$ cat config.mk
export PLATFORM = sky130hd
export DESIGN_NAME = fmul_param
export DESIGN_NICKNAME = d
export VERILOG_FILES = /design/src/rtl/fmul_param.sv
export SDC_FILE = /design/constraint.sdc
export NUM_CORES = 2
export LEC_CHECK = 0
export CELL_PAD_IN_SITES_DETAIL_PLACEMENT = 0
export CELL_PAD_IN_SITES_GLOBAL_PLACEMENT = 1
export CORE_ASPECT_RATIO = 0.9
export CORE_MARGIN = 5
export CORE_UTILIZATION = 46
export CTS_CLUSTER_SIZE = 8
export DETAILED_ROUTE_END_ITERATION = 16
export GPL_ROUTABILITY_DRIVEN = 0
export PLACE_DENSITY = 0.81
export SETUP_SLACK_MARGIN = 0.2
export SLEW_MARGIN = 5
export SYNTH_ARGS = -nofsm -noshare
export SYNTH_HDL_FRONTEND = slang
export SYNTH_SLANG_ARGS = --single-unit
$ cat constraint.sdc
create_clock -name iCLOCK -period 8.3 [get_ports iCLOCK]
set_clock_uncertainty 0.1 [all_clocks]
set_input_delay 1.66 -clock iCLOCK [delete_from_list [all_inputs] [get_ports iCLOCK]]
set_output_delay 1.66 -clock iCLOCK [all_outputs]
set_load 0.01 [all_outputs]
$ cat src/rtl/fmul_param.sv
// fmul_param: pipelined floating-point multiplier with configurable exponent and
// fraction widths, run-time rounding mode, exception flags and special values.
//
// Ports
//   iCLOCK, iRESET (async, high), iRESET_SYNC (sync, high)
//   iDATA_REQ / oDATA_BUSY      : operand handshake; accept = iDATA_REQ && !oDATA_BUSY
//   iDATA_A, iDATA_B            : operands {sign, exp, frac}
//   iRMODE                      : 0 RNE, 1 RTZ, 2 toward +inf, 3 toward -inf
//   oDATA_VALID / iDATA_BUSY    : result handshake; consume = oDATA_VALID && !iDATA_BUSY
//   oDATA, oFLAGS               : product and {invalid, overflow, underflow, inexact}
//
// Pipeline: operand register, S1 classify, S2 multiply, S3 round/pack into the
// output register. Result is valid three edges after the accepting edge. Any stall
// freezes the whole pipe.
module fmul_param #(
  parameter int EXP_W  = 11,
  parameter int FRAC_W = 24
) (
  input  logic                  iCLOCK,
  input  logic                  iRESET,
  input  logic                  iRESET_SYNC,
  input  logic                  iDATA_REQ,
  output logic                  oDATA_BUSY,
  input  logic [EXP_W+FRAC_W:0] iDATA_A,
  input  logic [EXP_W+FRAC_W:0] iDATA_B,
  input  logic [1:0]            iRMODE,
  output logic                  oDATA_VALID,
  input  logic                  iDATA_BUSY,
  output logic [EXP_W+FRAC_W:0] oDATA,
  output logic [3:0]            oFLAGS
);
  localparam int W      = 1 + EXP_W + FRAC_W;
  localparam int F      = FRAC_W;
  localparam int STAGES = 3;

  localparam logic [1:0] RNE = 2'd0;
  localparam logic [1:0] RTZ = 2'd1;
  localparam logic [1:0] RUP = 2'd2;

  localparam logic signed [EXP_W+1:0] BIAS     = {3'b000, {(EXP_W-1){1'b1}}};
  localparam logic signed [EXP_W+1:0] EXP_TOP  = {2'b00, {EXP_W{1'b1}}};
  localparam logic signed [EXP_W+1:0] EXP_ZERO = '0;
  localparam logic [W-1:0] QNAN = {1'b0, {EXP_W{1'b1}}, 1'b1, {(F-1){1'b0}}};

  // {zero (incl. flushed denormal), inf, nan, signalling nan}
  function automatic logic [3:0] classify(input logic [W-1:0] x);
    logic expOnes, expZero, fracZero;
    expOnes  = &x[W-2:F];
    expZero  = ~|x[W-2:F];
    fracZero = ~|x[F-1:0];
    classify = {expZero, expOnes & fracZero, expOnes & !fracZero,
                expOnes & !fracZero & !x[F-1]};
  endfunction

  logic [STAGES:0] vldPipe;
  logic            stall, adv;

  assign oDATA_VALID = vldPipe[STAGES];
  assign stall       = oDATA_VALID && iDATA_BUSY;
  assign adv         = !stall;
  assign oDATA_BUSY  = stall;

  // operand register
  logic [W-1:0] s0A, s0B;
  logic [1:0]   s0Rm;

  // S1: classification
  logic             s1Sign;
  logic [EXP_W-1:0] s1ExpA, s1ExpB;
  logic [F:0]       s1SigA, s1SigB;
  logic [3:0]       s1ClsA, s1ClsB;
  logic [1:0]       s1Rm;

  // S2: raw product and special-case resolution
  logic [2*F+1:0]         prod, s2Prod;
  logic signed [EXP_W+1:0] expSum, s2Exp;
  logic                   special, s2Special, s2Sign;
  logic [W-1:0]           specData, s2SpecData;
  logic [3:0]             specFlags, s2SpecFlags;
  logic [1:0]             s2Rm;

  // S3: normalise, round, pack
  logic                   hi, grd, rnd, stk, inexact, up, toInf;
  logic [F-1:0]           mant;
  logic [F:0]             rounded;
  logic signed [EXP_W+1:0] expR;
  logic [W-1:0]           s3Data;
  logic [3:0]             s3Flags;

  always_comb begin
    prod   = {{(F+1){1'b0}}, s1SigA} * {{(F+1){1'b0}}, s1SigB};
    expSum = $signed({2'b00, s1ExpA}) + $signed({2'b00, s1ExpB}) - BIAS;
    special   = 1'b1;
    specData  = '0;
    specFlags = '0;
    if (s1ClsA[1] | s1ClsB[1] | (s1ClsA[2] & s1ClsB[3]) | (s1ClsB[2] & s1ClsA[3])) begin
      specData  = QNAN;
      specFlags = {(s1ClsA[2] & s1ClsB[3]) | (s1ClsB[2] & s1ClsA[3]) | s1ClsA[0] | s1ClsB[0],
                   3'b000};
    end else if (s1ClsA[2] | s1ClsB[2]) begin
      specData = {s1Sign, {EXP_W{1'b1}}, {F{1'b0}}};
    end else if (s1ClsA[3] | s1ClsB[3]) begin
      specData = {s1Sign, {(W-1){1'b0}}};
    end else begin
      special = 1'b0;
    end
  end

  always_comb begin
    // product of two [1,2) significands lies in [1,4); hi selects the 1-bit shift
    hi = s2Prod[2*F+1];
    if (hi) begin
      mant = s2Prod[2*F:F+1];
      grd  = s2Prod[F];
      rnd  = s2Prod[F-1];
      stk  = |s2Prod[F-2:0];
    end else begin
      mant = s2Prod[2*F-1:F];
      grd  = s2Prod[F-1];
      rnd  = s2Prod[F-2];
      stk  = |s2Prod[F-3:0];
    end
    inexact = grd | rnd | stk;
    up = 1'b0;
    case (s2Rm)
      RNE:     up = grd & (rnd | stk | mant[0]);
      RTZ:     up = 1'b0;
      RUP:     up = inexact & !s2Sign;
      default: up = inexact & s2Sign;
    endcase
    // rounding carry out of the fraction leaves frac = 0 and bumps the exponent
    rounded = {1'b0, mant} + {{F{1'b0}}, up};
    expR    = s2Exp + $signed({{(EXP_W+1){1'b0}}, hi})
                    + $signed({{(EXP_W+1){1'b0}}, rounded[F]});
    toInf   = (s2Rm == RNE) || (s2Rm == RUP && !s2Sign) || (s2Rm == 2'd3 && s2Sign);
    s3Data  = {s2Sign, expR[EXP_W-1:0], rounded[F-1:0]};
    s3Flags = {3'b000, inexact};
    if (s2Special) begin
      s3Data  = s2SpecData;
      s3Flags = s2SpecFlags;
    end else if (expR >= EXP_TOP) begin
      s3Flags = 4'b0101;
      s3Data  = toInf ? {s2Sign, {EXP_W{1'b1}}, {F{1'b0}}}
                      : {s2Sign, {(EXP_W-1){1'b1}}, 1'b0, {F{1'b1}}};
    end else if (expR <= EXP_ZERO) begin
      s3Flags = 4'b0011;
      s3Data  = {s2Sign, {(W-1){1'b0}}};
    end
  end

  // datapath registers carry no reset: only valids and outputs are architectural
  always_ff @(posedge iCLOCK) begin
    if (adv) begin
      s0A    <= iDATA_A;
      s0B    <= iDATA_B;
      s0Rm   <= iRMODE;
      s1Sign <= s0A[W-1] ^ s0B[W-1];
      s1ExpA <= s0A[W-2:F];
      s1ExpB <= s0B[W-2:F];
      s1SigA <= {1'b1, s0A[F-1:0]};
      s1SigB <= {1'b1, s0B[F-1:0]};
      s1ClsA <= classify(s0A);
      s1ClsB <= classify(s0B);
      s1Rm   <= s0Rm;
      s2Prod      <= prod;
      s2Exp       <= expSum;
      s2Sign      <= s1Sign;
      s2Rm        <= s1Rm;
      s2Special   <= special;
      s2SpecData  <= specData;
      s2SpecFlags <= specFlags;
    end
  end

  always_ff @(posedge iCLOCK or posedge iRESET) begin
    if (iRESET) begin
      vldPipe <= '0;
      oDATA   <= '0;
      oFLAGS  <= '0;
    end else if (iRESET_SYNC) begin
      vldPipe <= '0;
      oDATA   <= '0;
      oFLAGS  <= '0;
    end else if (adv) begin
      vldPipe <= {vldPipe[STAGES-1:0], iDATA_REQ};
      if (vldPipe[STAGES-1]) begin
        oDATA  <= s3Data;
        oFLAGS <= s3Flags;
      end
    end
  end
endmodule
==> flow_summary.ini <==
[drt]
wirelength_mm = 81.5
drc = 0
dr.first_iter.drc_count = 1531
dr.pass1.iters = 5
vias = 21600
route.antenna.remaining_nets = 0
vias_per_cell = 5.32
routedWlPerCell_um = 20.1

[clocking]
cts_sinks = 270
clock_tree.htree_level_count = 2
root_buffer = clkbuf_16
cts_tree = built
clock_latency_ns = 0.59
cts_inserted_buffers = 40
clk_pin_slew_ns = 0.05
clockBufferDepth = 3
hold_buffers = 0

[synthesis]
syn_area_sq_um = 31000
synth_edf_count = 226
netlist_instances = 3016
synthesis.nets = 3832
synth_area_leaders = fa_1 34%, edfxtp_1 22%, ha_1 8.4%, inv_1 7.8%, and2_1 5.6%
synth_warnings = 0
netlist_top_cells_count = 642 x inv_1, 528 x fa_1, 358 x nand2_1
synth_flop_cell = edfxtp_1
yosys_register_bits = 270
yosysTopAreaCell = fa_1
synthArstFlopShare_pct = 16.3
ys_seq_area_share_pct = 25.4
synth_cell_types = 79
synth.avg_cell_area_sq_um = 10.3
yosysMostFrequentCell = inv_1
synth_top_area_share_pct = 34.1

[run_status]
outcome = finished clean

[finish]
syn2layout_area_growth_pct = 12.8
finalNonFillerCells = 4060
nFillCells = 5945
multiInputGateArea_sq_um = 20200
fin_nets = 3979
drive_gt1_share_pct = 5.71
area.sequential_sq_um = 7890

[sta]
max_slew.worst_pin.slew_ns = 1.06
finalMaxSlewViolations = 0
clock.fmax_mhz = 127
relSlewSlack_pct = 28.7
setup_tns_ns = 0
rsz0062_at_grt = false
min_period_ns = 7.89
setup_slack_ns = 0.410
finalCritPeriodShare_pct = 95.1
finalHoldViolations = 0
finalSetupViolCount = 0

[floorplanning]
ios = 121
rows = 90
dieHeight_um = 256
initial_core_util_pct = 46.3
core_area_sq_um = 66900
die_area_sq_um = 72700
dieWidth_um = 284

[placement]
dp_hpwl_mm = 66.2
port_buffers = 120
dpl.cell_count = 3966
post-place-ws_ns = 0.318

[global_route]
overflow = 0
grtUsageTotal_pct = 22.4
grt_pass1_vias = 23100
grt_pass1_wl_mm = 128
grt_max_degree = 97
antenna_found_initial = 3

[setup_path]
worst_setup_path_start_kind = flop
critPathArrivalTime_ns = 8.13
critPathMaxFanout = 5
path_class = reg2reg
cp.required_ns = 8.54
crit_path_end_kind = flop

[flow_run]
cap_violations = 0

[min_path]
worstHoldPathType = reg2reg
path summary, 6_finish.rpt:
kind                         endpoint  slack (ns)  cells past startpoint  startpoint
setup / recovery           s2Prod[48]        0.41                     25   s1SigA[8]
hold / removal                s2Rm[1]        0.32                      0     s1Rm[1]
setup reg to reg           s2Prod[48]        0.41                     25   s1SigA[8]
hold reg to reg               s2Rm[1]        0.32                      0     s1Rm[1]
max in group asynchronous   oDATA[22]        6.26                      3      iRESET
min in group asynchronous   oDATA[18]        1.45                      3      iRESET
stage by stage:
| stage | hold slack, ns | utilization (%) | instance area (sq um) |
|---|---|---|---|
| after floorplan | 0.300 | - | 31000 |
| after global placement | 0.307 | 50.0 | 33400 |
| after detailed placement | 0.310 | 50.0 | 33400 |
| after CTS | 0.324 | 51.8 | 34600 |
| after global routing | 0.336 | 52.3 | 35000 |
| final | 0.322 | 52.3 | 35000 |
flip-flops by register name (all words and copies together), names as in the netlist:
register,flops
oDATA,36
oFLAGS,4
s0A,36
s0B,36
s0Rm,2
s1ClsA,4
s1ClsB,4
s1ExpA,11
s1ExpB,11
s1Rm,2
s1SigA,24
s1SigB,24
s1Sign,1
s2Exp,13
s2Prod,50
s2Rm,2
s2Sign,1
s2SpecData,3
s2SpecFlags,1
s2Special,1
vldPipe,4
critical path, stage by stage, from the launching register on:
cell,delay (ns)
edfxtp_1,0.40
inv_1,0.50
nor2_1,0.15
fa_1,0.56
inv_1,0.05
fa_1,0.49
inv_1,0.06
fa_1,0.48
fa_1,0.60
fa_1,0.44
fa_1,0.53
inv_1,0.06
fa_1,0.48
inv_1,0.04
ha_1,0.34
a21oi_1,0.22
o21ai_0,0.15
a311o_2,0.37
a21oi_1,0.25
a2111oi_0,0.12
buf_4,0.17
o21ai_0,0.32
nand2_1,0.11
a41o_1,0.27
buf_4,0.14
a211o_1,0.25
layer usage:
metal | up-vias | global-route usage (%) | part of all wire [%]
met5 | - | 0 | 0.016
met4 | 2 | 8.22 | 4.2
met3 | 187 | 5.78 | 8.5
met2 | 752 | 36.2 | 47
met1 | 11000 | 29.3 | 40
li1 | 9626 | - | -
placed cells by master (no fill, tap or decap), types with 17 or more instances in the layout:
cell type,netlist,layout
nand2_1,358,357
clkbuf_16,0,40
nor2_1,95,95
and2_1,277,277
nand4_1,17,17
a221o_1,24,24
nor4_1,25,24
edfxtp_1,226,226
xnor2_1,59,59
buf_4,1,95
clkbuf_1,107,18
ha_1,209,209
a21o_1,24,24
o21ai_0,53,53
xor2_1,34,34
inv_1,642,641
nand3_1,25,25
fa_1,528,528
a21oi_1,84,83
clkdlybuf4s50_1,0,120
nor2b_1,20,20
dfrtp_1,44,44
cells by family (layout without fill, tap and decap cells):
group	after synthesis	count (layout)	synth area share [%]
flip-flops	270	270	25.4
adder cells (fa/ha/maj)	737	737	42.5
AO/OA/AOI/OAI	263	263	5.64
multiplexers	8	8	0.266
buffers and inverters	768	937	9.43
XOR/XNOR	94	94	2.68
other	0	1	0
AND/OR/NAND/NOR	876	876	14.0
final cells by class:
type	instances	share of cell area, %
Sequential cell	270	22.6
Inverter	647	6.96
Tap cell	874	3.13
Timing Repair Buffer	226	6.03
Clock inverter	4	0.344
Clock buffer	60	3.14
Antenna cell	1	0.00716
Multi-Input combinational cell	1978	57.8
what timing repair did:
item | CTS | global route
setup buffers | 0 | 29
gates resized for setup | 0 | 1
endpoints found under the setup margin | 0 | 10
Power is left out: the tool's default activity adds up to more than one toggle a clock period on the data nets, which glitch-free logic cannot reach.
